`src/rtl/jedro_1_writeback_pkg.sv`:
```
// jedro_1_writeback_pkg: shared types and constants for the jedro_1 writeback stage.
//   wb_entry_t    - one queued register-file write (data + destination address), default widths
//   wb_sel_e      - which source owns the register-file write port in a given cycle
//   WB_FIFO_DEPTH - default depth of the ALU result FIFO
package jedro_1_writeback_pkg;

    localparam int unsigned WB_DATA_WIDTH     = 32;
    localparam int unsigned WB_REG_ADDR_WIDTH = 5;
    localparam int unsigned WB_FIFO_DEPTH     = 4;

    typedef struct packed {
        logic [WB_DATA_WIDTH-1:0]     data;
        logic [WB_REG_ADDR_WIDTH-1:0] addr;
    } wb_entry_t;

    typedef enum logic [1:0] {
        SelNone,
        SelFifo,
        SelLsu,
        SelAlu
    } wb_sel_e;

endpackage

```
`src/rtl/jedro_1_writeback_fifo.sv`:
```
// jedro_1_writeback_fifo: synchronous in-order FIFO for deferred ALU writeback entries.
// Ports:
//   clk_i, rst_i      clock, synchronous active-high reset (flushes all entries)
//   push_i/push_data_i  enqueue one entry at the tail
//   pop_i             dequeue the head entry
//   head_o            head entry (valid when !empty_o)
//   full_o, empty_o, count_o  occupancy
//   entries_o/valid_o per-entry read-out in age order: index 0 is the head (oldest)
module jedro_1_writeback_fifo #(
    parameter int unsigned WIDTH = 37,
    parameter int unsigned DEPTH = 4,
    localparam int unsigned PTR_W = $clog2(DEPTH),
    localparam int unsigned CNT_W = PTR_W + 1
) (
    input  logic                        clk_i,
    input  logic                        rst_i,
    input  logic                        push_i,
    input  logic [WIDTH-1:0]            push_data_i,
    input  logic                        pop_i,
    output logic [WIDTH-1:0]            head_o,
    output logic                        full_o,
    output logic                        empty_o,
    output logic [CNT_W-1:0]            count_o,
    output logic [DEPTH-1:0][WIDTH-1:0] entries_o,
    output logic [DEPTH-1:0]            valid_o
);

    logic [DEPTH-1:0][WIDTH-1:0] mem_q, mem_d;
    logic [PTR_W-1:0]            wr_ptr_q, wr_ptr_d;
    logic [PTR_W-1:0]            rd_ptr_q, rd_ptr_d;
    logic [CNT_W-1:0]            count_q, count_d;

    // Pointers wrap naturally because DEPTH is a power of two.
    always_comb begin
        mem_d    = mem_q;
        wr_ptr_d = wr_ptr_q;
        rd_ptr_d = rd_ptr_q;
        if (push_i) begin
            mem_d[wr_ptr_q] = push_data_i;
            wr_ptr_d        = wr_ptr_q + PTR_W'(1);
        end
        if (pop_i) begin
            rd_ptr_d = rd_ptr_q + PTR_W'(1);
        end
        count_d = count_q + CNT_W'(push_i) - CNT_W'(pop_i);
    end

    always_ff @(posedge clk_i) begin
        if (rst_i) begin
            wr_ptr_q <= '0;
            rd_ptr_q <= '0;
            count_q  <= '0;
        end else begin
            wr_ptr_q <= wr_ptr_d;
            rd_ptr_q <= rd_ptr_d;
            count_q  <= count_d;
        end
    end

    // Storage needs no reset: occupancy alone decides what is valid.
    always_ff @(posedge clk_i) begin
        mem_q <= mem_d;
    end

    always_comb begin
        for (int i = 0; i < int'(DEPTH); i++) begin
            entries_o[i] = mem_q[rd_ptr_q + PTR_W'(i)];
            valid_o[i]   = CNT_W'(i) < count_q;
        end
    end

    assign head_o  = mem_q[rd_ptr_q];
    assign full_o  = (count_q == CNT_W'(DEPTH));
    assign empty_o = (count_q == '0);
    assign count_o = count_q;

    push_full_no_pop : assert property (@(posedge clk_i) disable iff (rst_i)
        !(push_i && full_o && !pop_i));
    pop_empty : assert property (@(posedge clk_i) disable iff (rst_i)
        !(pop_i && empty_o));

endmodule

```
`src/rtl/jedro_1_writeback.sv`:
```
// jedro_1_writeback: arbitrates registered ALU results and LSU load returns onto the single
// register-file write port. ALU results that lose arbitration queue in an in-order FIFO;
// stall_o throttles the decoder before the FIFO can overflow.
// Ports:
//   clk_i, rst_i                         clock, synchronous active-high reset
//   alu_res_i/alu_dest_addr_i/alu_reg_wb_i  ALU result, single-cycle valid, no backpressure
//   lsu_rdata_i/lsu_dest_addr_i/lsu_valid_i load return, held until lsu_ready_o
//   lsu_ready_o                          load accepted this cycle (combinational)
//   rf_wdata_o/rf_waddr_o/rf_we_o        registered register-file write
//   stall_o                              registered decoder stall request
// Optional feature, macro JEDRO_1_WB_FWD_EN: adds fwd_raddr_i/fwd_hit_o/fwd_data_o, a
// combinational lookup over queued entries and the registered rf_* write (youngest wins).
module jedro_1_writeback
    import jedro_1_writeback_pkg::*;
#(
    parameter int unsigned DATA_WIDTH     = 32,
    parameter int unsigned REG_ADDR_WIDTH = 5,
    parameter int unsigned FIFO_DEPTH     = WB_FIFO_DEPTH
) (
    input  logic                      clk_i,
    input  logic                      rst_i,
    input  logic [DATA_WIDTH-1:0]     alu_res_i,
    input  logic [REG_ADDR_WIDTH-1:0] alu_dest_addr_i,
    input  logic                      alu_reg_wb_i,
    input  logic [DATA_WIDTH-1:0]     lsu_rdata_i,
    input  logic [REG_ADDR_WIDTH-1:0] lsu_dest_addr_i,
    input  logic                      lsu_valid_i,
    output logic                      lsu_ready_o,
    output logic [DATA_WIDTH-1:0]     rf_wdata_o,
    output logic [REG_ADDR_WIDTH-1:0] rf_waddr_o,
    output logic                      rf_we_o,
    output logic                      stall_o
`ifdef JEDRO_1_WB_FWD_EN
    ,
    input  logic [REG_ADDR_WIDTH-1:0] fwd_raddr_i,
    output logic                      fwd_hit_o,
    output logic [DATA_WIDTH-1:0]     fwd_data_o
`endif
);

    localparam int unsigned ENTRY_W = DATA_WIDTH + REG_ADDR_WIDTH;
    localparam int unsigned CNT_W   = $clog2(FIFO_DEPTH) + 1;

    logic                             alu_ok;
    logic                             fifo_push, fifo_pop;
    logic                             fifo_full, fifo_empty;
    logic [CNT_W-1:0]                 fifo_count, count_next;
    logic [ENTRY_W-1:0]               fifo_head;
    logic [FIFO_DEPTH-1:0][ENTRY_W-1:0] fifo_entries;
    logic [FIFO_DEPTH-1:0]            fifo_valid;
    wb_sel_e                          sel;

    logic [DATA_WIDTH-1:0]            rf_wdata_q, rf_wdata_d;
    logic [REG_ADDR_WIDTH-1:0]        rf_waddr_q, rf_waddr_d;
    logic                             rf_we_q, rf_we_d;
    logic                             stall_q, stall_d;

    // x0 results are discarded at the door so the FIFO only ever holds real writes.
    assign alu_ok = alu_reg_wb_i && (alu_dest_addr_i != '0);

    always_comb begin
        sel = SelNone;
        if (fifo_full) begin
            sel = SelFifo;
        end else if (lsu_valid_i) begin
            sel = SelLsu;
        end else if (!fifo_empty) begin
            sel = SelFifo;
        end else if (alu_ok) begin
            sel = SelAlu;
        end
    end

    assign lsu_ready_o = !rst_i && (sel == SelLsu);
    assign fifo_pop    = !rst_i && (sel == SelFifo);
    assign fifo_push   = !rst_i && alu_ok && (sel != SelAlu);

    always_comb begin
        rf_wdata_d = rf_wdata_q;
        rf_waddr_d = rf_waddr_q;
        rf_we_d    = 1'b0;
        unique case (sel)
            SelFifo: begin
                rf_we_d    = 1'b1;
                rf_wdata_d = fifo_head[ENTRY_W-1:REG_ADDR_WIDTH];
                rf_waddr_d = fifo_head[REG_ADDR_WIDTH-1:0];
            end
            SelLsu: begin
                // An x0 load still handshakes but never writes.
                rf_we_d    = (lsu_dest_addr_i != '0);
                rf_wdata_d = lsu_rdata_i;
                rf_waddr_d = lsu_dest_addr_i;
            end
            SelAlu: begin
                rf_we_d    = 1'b1;
                rf_wdata_d = alu_res_i;
                rf_waddr_d = alu_dest_addr_i;
            end
            SelNone: begin
                rf_we_d = 1'b0;
            end
        endcase
    end

    // Stall one entry early: the ALU may already have a result in flight.
    assign count_next = fifo_count + CNT_W'(fifo_push) - CNT_W'(fifo_pop);
    assign stall_d    = (count_next >= CNT_W'(FIFO_DEPTH - 1));

    always_ff @(posedge clk_i) begin
        if (rst_i) begin
            rf_wdata_q <= '0;
            rf_waddr_q <= '0;
            rf_we_q    <= 1'b0;
            stall_q    <= 1'b0;
        end else begin
            rf_wdata_q <= rf_wdata_d;
            rf_waddr_q <= rf_waddr_d;
            rf_we_q    <= rf_we_d;
            stall_q    <= stall_d;
        end
    end

    assign rf_wdata_o = rf_wdata_q;
    assign rf_waddr_o = rf_waddr_q;
    assign rf_we_o    = rf_we_q;
    assign stall_o    = stall_q;

    jedro_1_writeback_fifo #(
        .WIDTH (ENTRY_W),
        .DEPTH (FIFO_DEPTH)
    ) u_fifo (
        .clk_i       (clk_i),
        .rst_i       (rst_i),
        .push_i      (fifo_push),
        .push_data_i ({alu_res_i, alu_dest_addr_i}),
        .pop_i       (fifo_pop),
        .head_o      (fifo_head),
        .full_o      (fifo_full),
        .empty_o     (fifo_empty),
        .count_o     (fifo_count),
        .entries_o   (fifo_entries),
        .valid_o     (fifo_valid)
    );

`ifdef JEDRO_1_WB_FWD_EN
    // Later matches override earlier ones: rf stage is oldest, FIFO tail is youngest.
    always_comb begin
        fwd_hit_o  = 1'b0;
        fwd_data_o = '0;
        if (rf_we_q && (rf_waddr_q == fwd_raddr_i)) begin
            fwd_hit_o  = 1'b1;
            fwd_data_o = rf_wdata_q;
        end
        for (int i = 0; i < int'(FIFO_DEPTH); i++) begin
            if (fifo_valid[i] && (fifo_entries[i][REG_ADDR_WIDTH-1:0] == fwd_raddr_i)) begin
                fwd_hit_o  = 1'b1;
                fwd_data_o = fifo_entries[i][ENTRY_W-1:REG_ADDR_WIDTH];
            end
        end
        if (fwd_raddr_i == '0) begin
            fwd_hit_o  = 1'b0;
            fwd_data_o = '0;
        end
    end
`else
    logic unused_fwd;
    assign unused_fwd = ^{fifo_entries, fifo_valid};
`endif

endmodule

```
`config.mk`:
```
export PLATFORM = sky130hd
export DESIGN_NAME = jedro_1_writeback
export DESIGN_NICKNAME = d
export VERILOG_FILES = /design/src/rtl/jedro_1_writeback_pkg.sv /design/src/rtl/jedro_1_writeback_fifo.sv /design/src/rtl/jedro_1_writeback.sv
export SDC_FILE = /design/constraint.sdc
export NUM_CORES = 1
export LEC_CHECK = 0
export CAP_MARGIN = 20
export CORE_UTILIZATION = 48
export DETAILED_ROUTE_END_ITERATION = 8
export GPL_TIMING_DRIVEN = 0
export HOLD_SLACK_MARGIN = 0.1
export PLACE_DENSITY = 0.79
export SKIP_CTS_REPAIR_TIMING = 1
export SLEW_MARGIN = 30
export SYNTH_ARGS = -nofsm -noshare
export SYNTH_HDL_FRONTEND = slang
export SYNTH_SLANG_ARGS = --single-unit
```
`constraint.sdc`:
```
create_clock -name clk_i -period 2.5 [get_ports clk_i]
set_clock_uncertainty 0.2 [all_clocks]
set_input_delay 0.375 -clock clk_i [delete_from_list [all_inputs] [get_ports clk_i]]
set_output_delay 0.375 -clock clk_i [all_outputs]
set_load 0.005 [all_outputs]
```
# After elaboration in Yosys (flattened, before gate mapping)
# Index checks and enable logic that the tools add are counted.
# totals
reg_bits,194
input_bits,78
output_inout_bits,40
word_cells,49
# op_classes
addsub,4
n_lt_le_gt_ge,4
eq_ne,5
mux,12
n_reduce_logical,13
# op_table
operator,n
$bwmux 148,1
$pmux 32 s3,1
$bmux 37 s2,1
$demux 37 s2,1
$mux 37,2
$pmux 5 s3,1
$reduce_bool 5->1,2
$mux 2,4
$logic_and 1x1->1,6
$lt 2x3->1 const B,2
$add 2x1->2 const B,2
$eq 2x2->1 const B,2
$add 3x1->3,1
$eq 3x3->1 const B,1
$ge 3x2->1 const B,1
$logic_not 3->1,1
$pmux 1 s3,1
$reduce_bool 3->1,1
$sub 3x1->3,1
$eq 2x1->1 const B,1
$ge 2x1->1 const B,1
$logic_not 2->1,1
$ne 2x2->1 const B,1
$reduce_or 2->1,1
$logic_not 1->1,1

# Depth between registers and ports, before layout
# Gate-level depths: netlist (run 1).
# logic_depth
depth_word,11
depth_mapped,11
mapped_depth_nobuf,10

# By module
# From an unflattened synthesis (run 1), not the netlist that was laid out.
# unflattened
hier_cells,625
hier_area_um2,10875.4
# by_module_without_submodules
module,instances,cells_per_inst,area_each_um2,seq_area_each_um2
jedro_1_writeback_fifo,1,413,8779.7,4584.4
jedro_1_writeback,1,212,2095.8,780.7

# Worst setup path before layout (run 1)
# No wires, ideal clock.
# synth_path
path_kind,input to register
start,input lsu_valid_i
end,register stall_q (netlist: stall_o)
setup_time_ns,0.114
arrival_ns,2.382
t_required_ns,2.186
path_slack_ns,-0.196
path_stages,10
path_buffers,1
cell_sequence,buf_6 > nor4_2 > nand2b_1 > nor2_1 > ha_1 > fa_1 > xnor2_1 > xnor2_1 > nor2_1 > a21o_1
# synth_between
elab_chain_len,7
elab_cells_between_ends,9
cone_classes,add/sub: 2; order compare: 1; eq/ne: 2; mux: 2; reduce/logical: 2
# synth_rtl
item,line,source
from (decl),jedro_1_writeback.sv:27,"input logic lsu_valid_i,"
$mux 2,jedro_1_writeback.sv:65,end else if (lsu_valid_i) begin
$mux 2,jedro_1_writeback.sv:63,if (fifo_full) begin
$ne 2x2->1,jedro_1_writeback.sv:76,assign fifo_push = !rst_i && alu_ok && (sel != SelAlu);
$logic_and 1x1->1,jedro_1_writeback.sv:76,
named net fifo_push,jedro_1_writeback.sv:45,"logic fifo_push, fifo_pop;"
$add 3x1->3,jedro_1_writeback.sv:106,assign count_next = fifo_count + CNT_W'(fifo_push) - CNT_W'(fifo_pop);
$sub 3x1->3,jedro_1_writeback.sv:106,
$ge 3x2->1,jedro_1_writeback.sv:107,assign stall_d = (count_next >= CNT_W'(FIFO_DEPTH - 1));
to (signal assigned),jedro_1_writeback.sv:119,stall_q <= stall_d;
to (decl),jedro_1_writeback.sv:56,"logic stall_q, stall_d;"
# The timed path passes the listed nets, and every way through them passes these cells.
# A chain may end at the register's enable or synchronous reset.

# Worst setup path in the final report (run 1)
# layout_path
start,register u_fifo.count_q[0] (netlist: u_fifo.count_o[0])
end,register stall_q (netlist: stall_o)
# layout_between
elab_cells_between_ends,12
cone_classes,add/sub: 2; order compare: 1; eq/ne: 3; mux: 3; reduce/logical: 3
# layout_rtl
item,line,source
from (decl),jedro_1_writeback_fifo.sv:31,"logic [CNT_W-1:0] count_q, count_d;"
from (signal assigned),jedro_1_writeback_fifo.sv:56,count_q <= count_d;
$logic_not 3->1,jedro_1_writeback_fifo.sv:74,assign empty_o = (count_q == '0);
$mux 2,jedro_1_writeback.sv:67,end else if (!fifo_empty) begin
$mux 2,jedro_1_writeback.sv:65,
$mux 2 (*),jedro_1_writeback.sv:63,
$eq 2x1->1 (*),jedro_1_writeback.sv:75,assign fifo_pop = !rst_i && (sel == SelFifo);
$logic_and 1x1->1 (*),jedro_1_writeback.sv:75,
named net fifo_pop,jedro_1_writeback.sv:45,
$sub 3x1->3 (*),jedro_1_writeback.sv:106,
named net count_next[1],jedro_1_writeback.sv:47,"logic [CNT_W-1:0] fifo_count, count_next;"
$ge 3x2->1 (*),jedro_1_writeback.sv:107,
# The timed path passes the listed nets; every way through them passes the cells marked *.

==> qor.yml, run 1 <==
synth:
  synthMuxAreaShare: 0.124
  async_flop_share: 0
  synth-compound-area-share: 0.0864
  ys_ff_latch: 194
  synth_top_family_by_area: "multiplexers"
  ys.flop_type: "edfxtp_1"
  yosys.area_share.simple: 0.0385
  synth_cells: 427
  syn-cell-area_um2: 7600
  ys_top_cells_by_count: "edfxtp_1, dfxtp_1, nor2_1, mux4_2"
  yosysSeqAreaShare: 0.706
  synth_adder_area_share: 0.0125
  syn_area_per_cell_um2: 17.8
  synth_edf_count: 148
  synthXorXnorAreaFrac: 0.00576
  yosys_warnings: 0
  yosysMostFrequentCell: "edfxtp_1"
  synth_nets: 512
  synth_cell_type_count: 34
  synth_area_leaders: "edfxtp_1, dfxtp_1, mux4_2"
  yosysTopAreaCell: "edfxtp_1"
  synthDominantCellAreaShare: 0.584
timing:
  final.setup.tns_ns: -0.0369
  finalHoldViolCount: 0
  period_needed_ns: 2.54
  setup-violations-final: 1
  tightestPinTransition_ns: 0.650
  fmax_mhz: 394
  fin_ws_ns: -0.0369
  slew_viol_final: 0
  rsz0062_at_grt: "true"
  post-route-period-util: 1.01
  slew_headroom: 0.567
routing:
  ant_nets: 0
  wl_per_cell_um: 21.9
  avgViaCountPerCell: 5.85
  drt_iter0_drc: 654
  drc_errors: 0
  first_pass_iters: 7
  drt_wl_total_um: 17300
  vias: 4628
floorplanning:
  fp.dieH_um: 128
  die_area_um2: 16300
  num_rows: 45
  die_w_um: 128
  core_um2: 15300
  io_pins: 118
  start_util: 0.496
final_layout:
  final_cells: 791
  area_growth_syn_to_layout_pct: 27.8
  drive_above_1_share: 0.190
  stdcell_area_um2: 9720
  nNetsFinal: 651
  post-route-util: 0.635
critical_path:
  crit_family: "adder cells"
  crit_slowest_cell: "or3b_4"
  cp_max_fo: 4
  crit_chain: "or3b_4, a21oi_4, ha_1, inv_1, ha_2, fa_2, nor2b_1, a21o_1"
  crit_path_end_kind: "register"
  critPathKind: "reg2reg"
  start_kind: "register"
  cp_num_buf_inv: 1
  critical_path_arrival_ns: 2.66
  worstPathRequired_ns: 2.62
  worst_path_largest_cell_delay_ns: 0.44
grt:
  grt_max_degree: 38
  grt_overflow: 0
  grt_pass1_wl_um: 26600
  grt_pass1_vias: 4683
  antenna_found_initial: 1
  track_usage: 0.224
clocking:
  cts_buffers: 17
  cts_tree: "done"
  htreeDepth: 4
  cts_root_buffer: "clkbuf_16"
  clock_latency_ns: 0.43
  clockBufferDepth: 2
  clkTransAtPathRegs_ns: 0.07
  cts.sinks: 194
placement:
  pre_cts_ws_ns: -0.806
  port_buffers: 116
  dpl_cell_area_um2: 9070
  gp_congestion: 0.798
  hpwl_um: 10600
  place_inst: 754
hold_path:
  hold_path.class: "in2reg"
power_and_ir_drop:
  powerDensity_nw_per_um2: 969
  total_leakage_power_nw: 3.29
  peakVddDrop_uv: 565
flow_run:
  drv_cap: 0
outcome:
  status: "complete, but fails checks"
  failed_checks: "setup timing"
==> worst paths after layout <==
kind | from | endpoint | slack (ns) | cells past startpoint
max | u_fifo.count_o[0]$_SDFF_PP0_ | stall_o$_SDFF_PP0_ | -0.04 | 8
min | alu_dest_addr_i[0] | u_fifo.mem_q[0]$_DFFE_PP_ | 0.11 | 1
min reg2reg | rf_wdata_o[11]$_SDFFE_PP0P_ | rf_wdata_o[11]$_SDFFE_PP0P_ | 0.30 | 2
max reg2reg | u_fifo.count_o[0]$_SDFF_PP0_ | stall_o$_SDFF_PP0_ | -0.04 | 8
==> cell type report <==
cell class | count | area, um^2
multi-input combinational | 195 | 2090
tap | 211 | 264
clock buffer | 23 | 448
buffer | 31 | 194
clock inverter | 9 | 113
antenna | 1 | 2.50
fill | 1074 | 5600
inverter | 6 | 22.5
sequential | 194 | 5370
timing repair buffer | 121 | 1210
==> layout by cell type (no fill, tap or decap), types with 6 or more instances in the layout <==
cell               n
nor2_1            43
clkbuf_1          13
clkinv_1           6
a211oi_1          34
dfxtp_1           43
edfxtp_1         148
buf_4              6
mux4_2            37
clkbuf_16         17
a222oi_1          34
inv_1              6
buf_2             14
clkdlybuf4s50_1  111
==> stage by stage <==
step / hold WS (ns) / power, mW
3_3_place_gp: 0.279 / 6.63
2_1_floorplan: 0.258 / 5.65
4_1_cts: 0.299 / 9.33
6_report: 0.106 / 9.42
3_5_place_dp: 0.290 / 6.72
5_1_grt: 0.113 / 9.84
==> layer usage <==
layer | GRT usage | routed length, um | vias up
met3 | 0.0488 | 1050 | 20
li1 | - | - | 2044
met5 | 0 | 0 | -
met1 | 0.296 | 7190 | 2363
met2 | 0.368 | 8790 | 201
met4 | 0.0761 | 262 | 0
==> power by group <==
group / total, mW / internal [mW] / switching [mW] / leakage, nW
Combinational: 2.70 / 1.43 / 1.27 / 1.30
Clock: 2.65 / 1.55 / 1.09 / 0.268
Sequential: 4.07 / 3.87 / 0.199 / 1.72
==> cells by family (layout without fill, tap and decap cells) <==
logic type	after synthesis	in the layout
flops	194	194
compound gates	74	74
simple gates	62	62
mux	47	47
buf+inv	38	190
fa+ha+maj	7	7
xor+xnor	5	5
other cells	0	1
==> flip-flops by register name, indices dropped and copies added, names as in the netlist <==
name,count
u_fifo.rd_ptr_q,2
rf_we_o,1
rf_wdata_o,32
u_fifo.wr_ptr_q,2
rf_waddr_o,5
u_fifo.mem_q,148
u_fifo.count_o,3
stall_o,1
Power figures use the tool's default switching activity.
==> run 2, diff against run 1 <==
- CAP_MARGIN: 20 -> unset
- GPL_TIMING_DRIVEN: 0 -> unset
==> run 2 against run 1 <==
Effect of this change: the run still ends with setup timing left; critical path depth increased by 2; first-iteration DRC count fell by 17%; clock power is 3% higher; flip-flop and latch count did not move; worst hold slack worse by 0.0047 ns.
==> qor.yml, run 2 (synthesized netlist as in run 1, its figures left out) <==
outcome:
  status: "complete, but fails checks"  # unchanged
  failed_checks: "setup timing"  # unchanged
final_layout:
  fill_cells: 1057  # was 1074
  final_common_cell: "edfxtp_1"  # unchanged
  regMostFlops: "u_fifo.mem_q"  # unchanged
  nNetsFinal: 663  # was 651
  final_cell_mix: "edfxtp_1, clkdlybuf4s50_1, nor2_1"  # was edfxtp_1, clkdlybuf4s50_1, nor2_1, dfxtp_1, mux4_2
  largest_reg_flops: 148  # unchanged
  drive_above_1_share: 0.237  # was 0.190
  post-route-util: 0.656  # was 0.635
  area_growth_syn_to_layout_pct: 32.0  # was 27.8%
  num_antenna_cells: 0  # was 1
grt:
  antenna_found_initial: 0  # was 1
  busiest_layer: "met2"  # unchanged
  grt_pass1_wl_um: 26600  # about the same
  gr-usage-met1: 0.278  # was 0.296
  grt_max_degree: 52  # was 38
  grt_pass1_vias: 4885  # was 4683
  use_met2: 0.385  # was 0.368
  grt_overflow: 0  # unchanged
  use_met3: 0.0413  # was 0.0488
  track_usage: 0.222  # was 0.224
flow_run:
  drv_cap: 0  # unchanged
timing:
  period_needed_ns: 2.52  # was 2.54 ns
  fmax_mhz: 397  # was 394 MHz
  tightestPinTransition_ns: 0.479  # was 0.650 ns
  finalHoldViolCount: 0  # unchanged
  rsz0062_at_grt: "true"  # unchanged
  slew_viol_final: 0  # unchanged
  post-route-period-util: 1.01  # about the same
  setup-violations-final: 1  # unchanged
  slew_headroom: 0.681  # was 0.567
  fin_ws_ns: -0.0178  # was -0.0369 ns
routing:
  drt_wl_total_um: 17400  # was 17300 um
  avgViaCountPerCell: 5.79  # was 5.85
  vias: 4640  # was 4628
  wl_per_cell_um: 21.7  # was 21.9 um
  drt_iter0_drc: 544  # was 654
  ant_nets: 0  # unchanged
  first_pass_iters: 8  # was 7
  drc_errors: 0  # unchanged
floorplanning:
  io_pins: 118  # unchanged
  num_rows: 45  # unchanged
  start_util: 0.496  # unchanged
  fp.dieH_um: 128  # unchanged
  die_area_um2: 16300  # unchanged
  core_um2: 15300  # unchanged
  die_w_um: 128  # unchanged
clocking:
  cts.sinks: 194  # unchanged
  cts_tree: "done"  # unchanged
  cts_root_buffer: "clkbuf_16"  # unchanged
  cts_buffers: 17  # unchanged
  clock_latency_ns: 0.42  # was 0.43 ns
  htreeDepth: 4  # unchanged
  clkTransAtPathRegs_ns: 0.07  # about the same
  clockBufferDepth: 2  # unchanged
placement:
  hpwl_um: 11200  # was 10600 um
  gp_congestion: 0.809  # was 0.798
  port_buffers: 117  # was 116
power_and_ir_drop:
  total_leakage_power_nw: 3.43  # was 3.29 nW
  p_total_mw: 9.59  # was 9.42 mW
  peakVddDrop_uv: 567  # was 565 uV
  powerDensity_nw_per_um2: 956  # was 969 nW/um^2
critical_path:
  cp_max_fo: 2  # was 4
  start_kind: "register"  # unchanged
  reg2reg_depth: 10  # was 8
  critical_path_arrival_ns: 2.64  # was 2.66 ns
  crit_path_end_kind: "register"  # unchanged
  worstPathRequired_ns: 2.62  # about the same
  critPathKind: "reg2reg"  # unchanged
hold_path:
  hold_depth: 2  # was 1
  hold_path.class: "in2reg"  # unchanged
==> run 2: changes by cell type in the layout (fill, tap and decap cells not counted), sizes merged <==
cell and delta:
clkdlybuf4s50 +1, clkbuf -16, clkinvlp +1, inv +2
clkinv +2, dlymetal6s2s -1, buf +23, diode -1
==> run 2: layout make-up <==
cell class,instances,area [um^2],share of cell area
well taps,211,264,0.0263
clock inverters,14,159,0.0158
flip-flops and latches,194,5380,0.535
clock buffers,18,439,0.0437
inverters,6,22.5,0.00224
multi-input cells,195,2100,0.209
repair buffers,164,1680,0.167
==> run 2: power breakdown <==
part           switching [mW]  total [mW]  internal [mW]
registers               0.183        4.05           3.87
clock network            1.14        2.73           1.59
logic                    1.29        2.81           1.52
==> run 2: critical path, cell delays in order (launching register included) <==
cell	delay (ns)
dfxtp_4	0.35
or3b_4	0.42
a21oi_4	0.21
ha_4	0.15
inv_2	0.04
ha_4	0.15
fa_2	0.40
xnor2_2	0.14
xnor2_1	0.13
nor2_1	0.07
a21o_1	0.15
==> run 2: path summary, 6_finish.rpt <==
check / start / to / slack (ns)
worst max-delay path: u_fifo.count_o[0]$_SDFF_PP0_ / stall_o$_SDFF_PP0_ / -0.02
worst min-delay path: alu_dest_addr_i[0] / u_fifo.mem_q[37]$_DFFE_PP_ / 0.10
worst max register to register: u_fifo.count_o[0]$_SDFF_PP0_ / stall_o$_SDFF_PP0_ / -0.02
worst min register to register: rf_waddr_o[0]$_SDFFE_PP0P_ / rf_waddr_o[0]$_SDFFE_PP0P_ / 0.30
==> run 2: per-layer routing <==
layer | vias up | part of all wire
met4 | 0 | 0.016
met2 | 209 | 0.53
met1 | 2337 | 0.40
met5 | - | 0
met3 | 24 | 0.061
li1 | 2070 | -
==> run 2: stage by stage <==
stage          TNS [ns]  area [um^2]  worst slack [ns]  cells  hold WS [ns]
2_1_floorplan   -0.0647         7630           -0.0647    427         0.258
3_3_place_gp     -24.42         9330            -0.491    764         0.276
3_5_place_dp     -28.94         9330            -0.524    764         0.291
4_1_cts          -0.371         9930            -0.291    796         0.123
5_1_grt         -0.0995        10000           -0.0995    802         0.106
6_report        -0.0178        10000           -0.0178    802         0.101
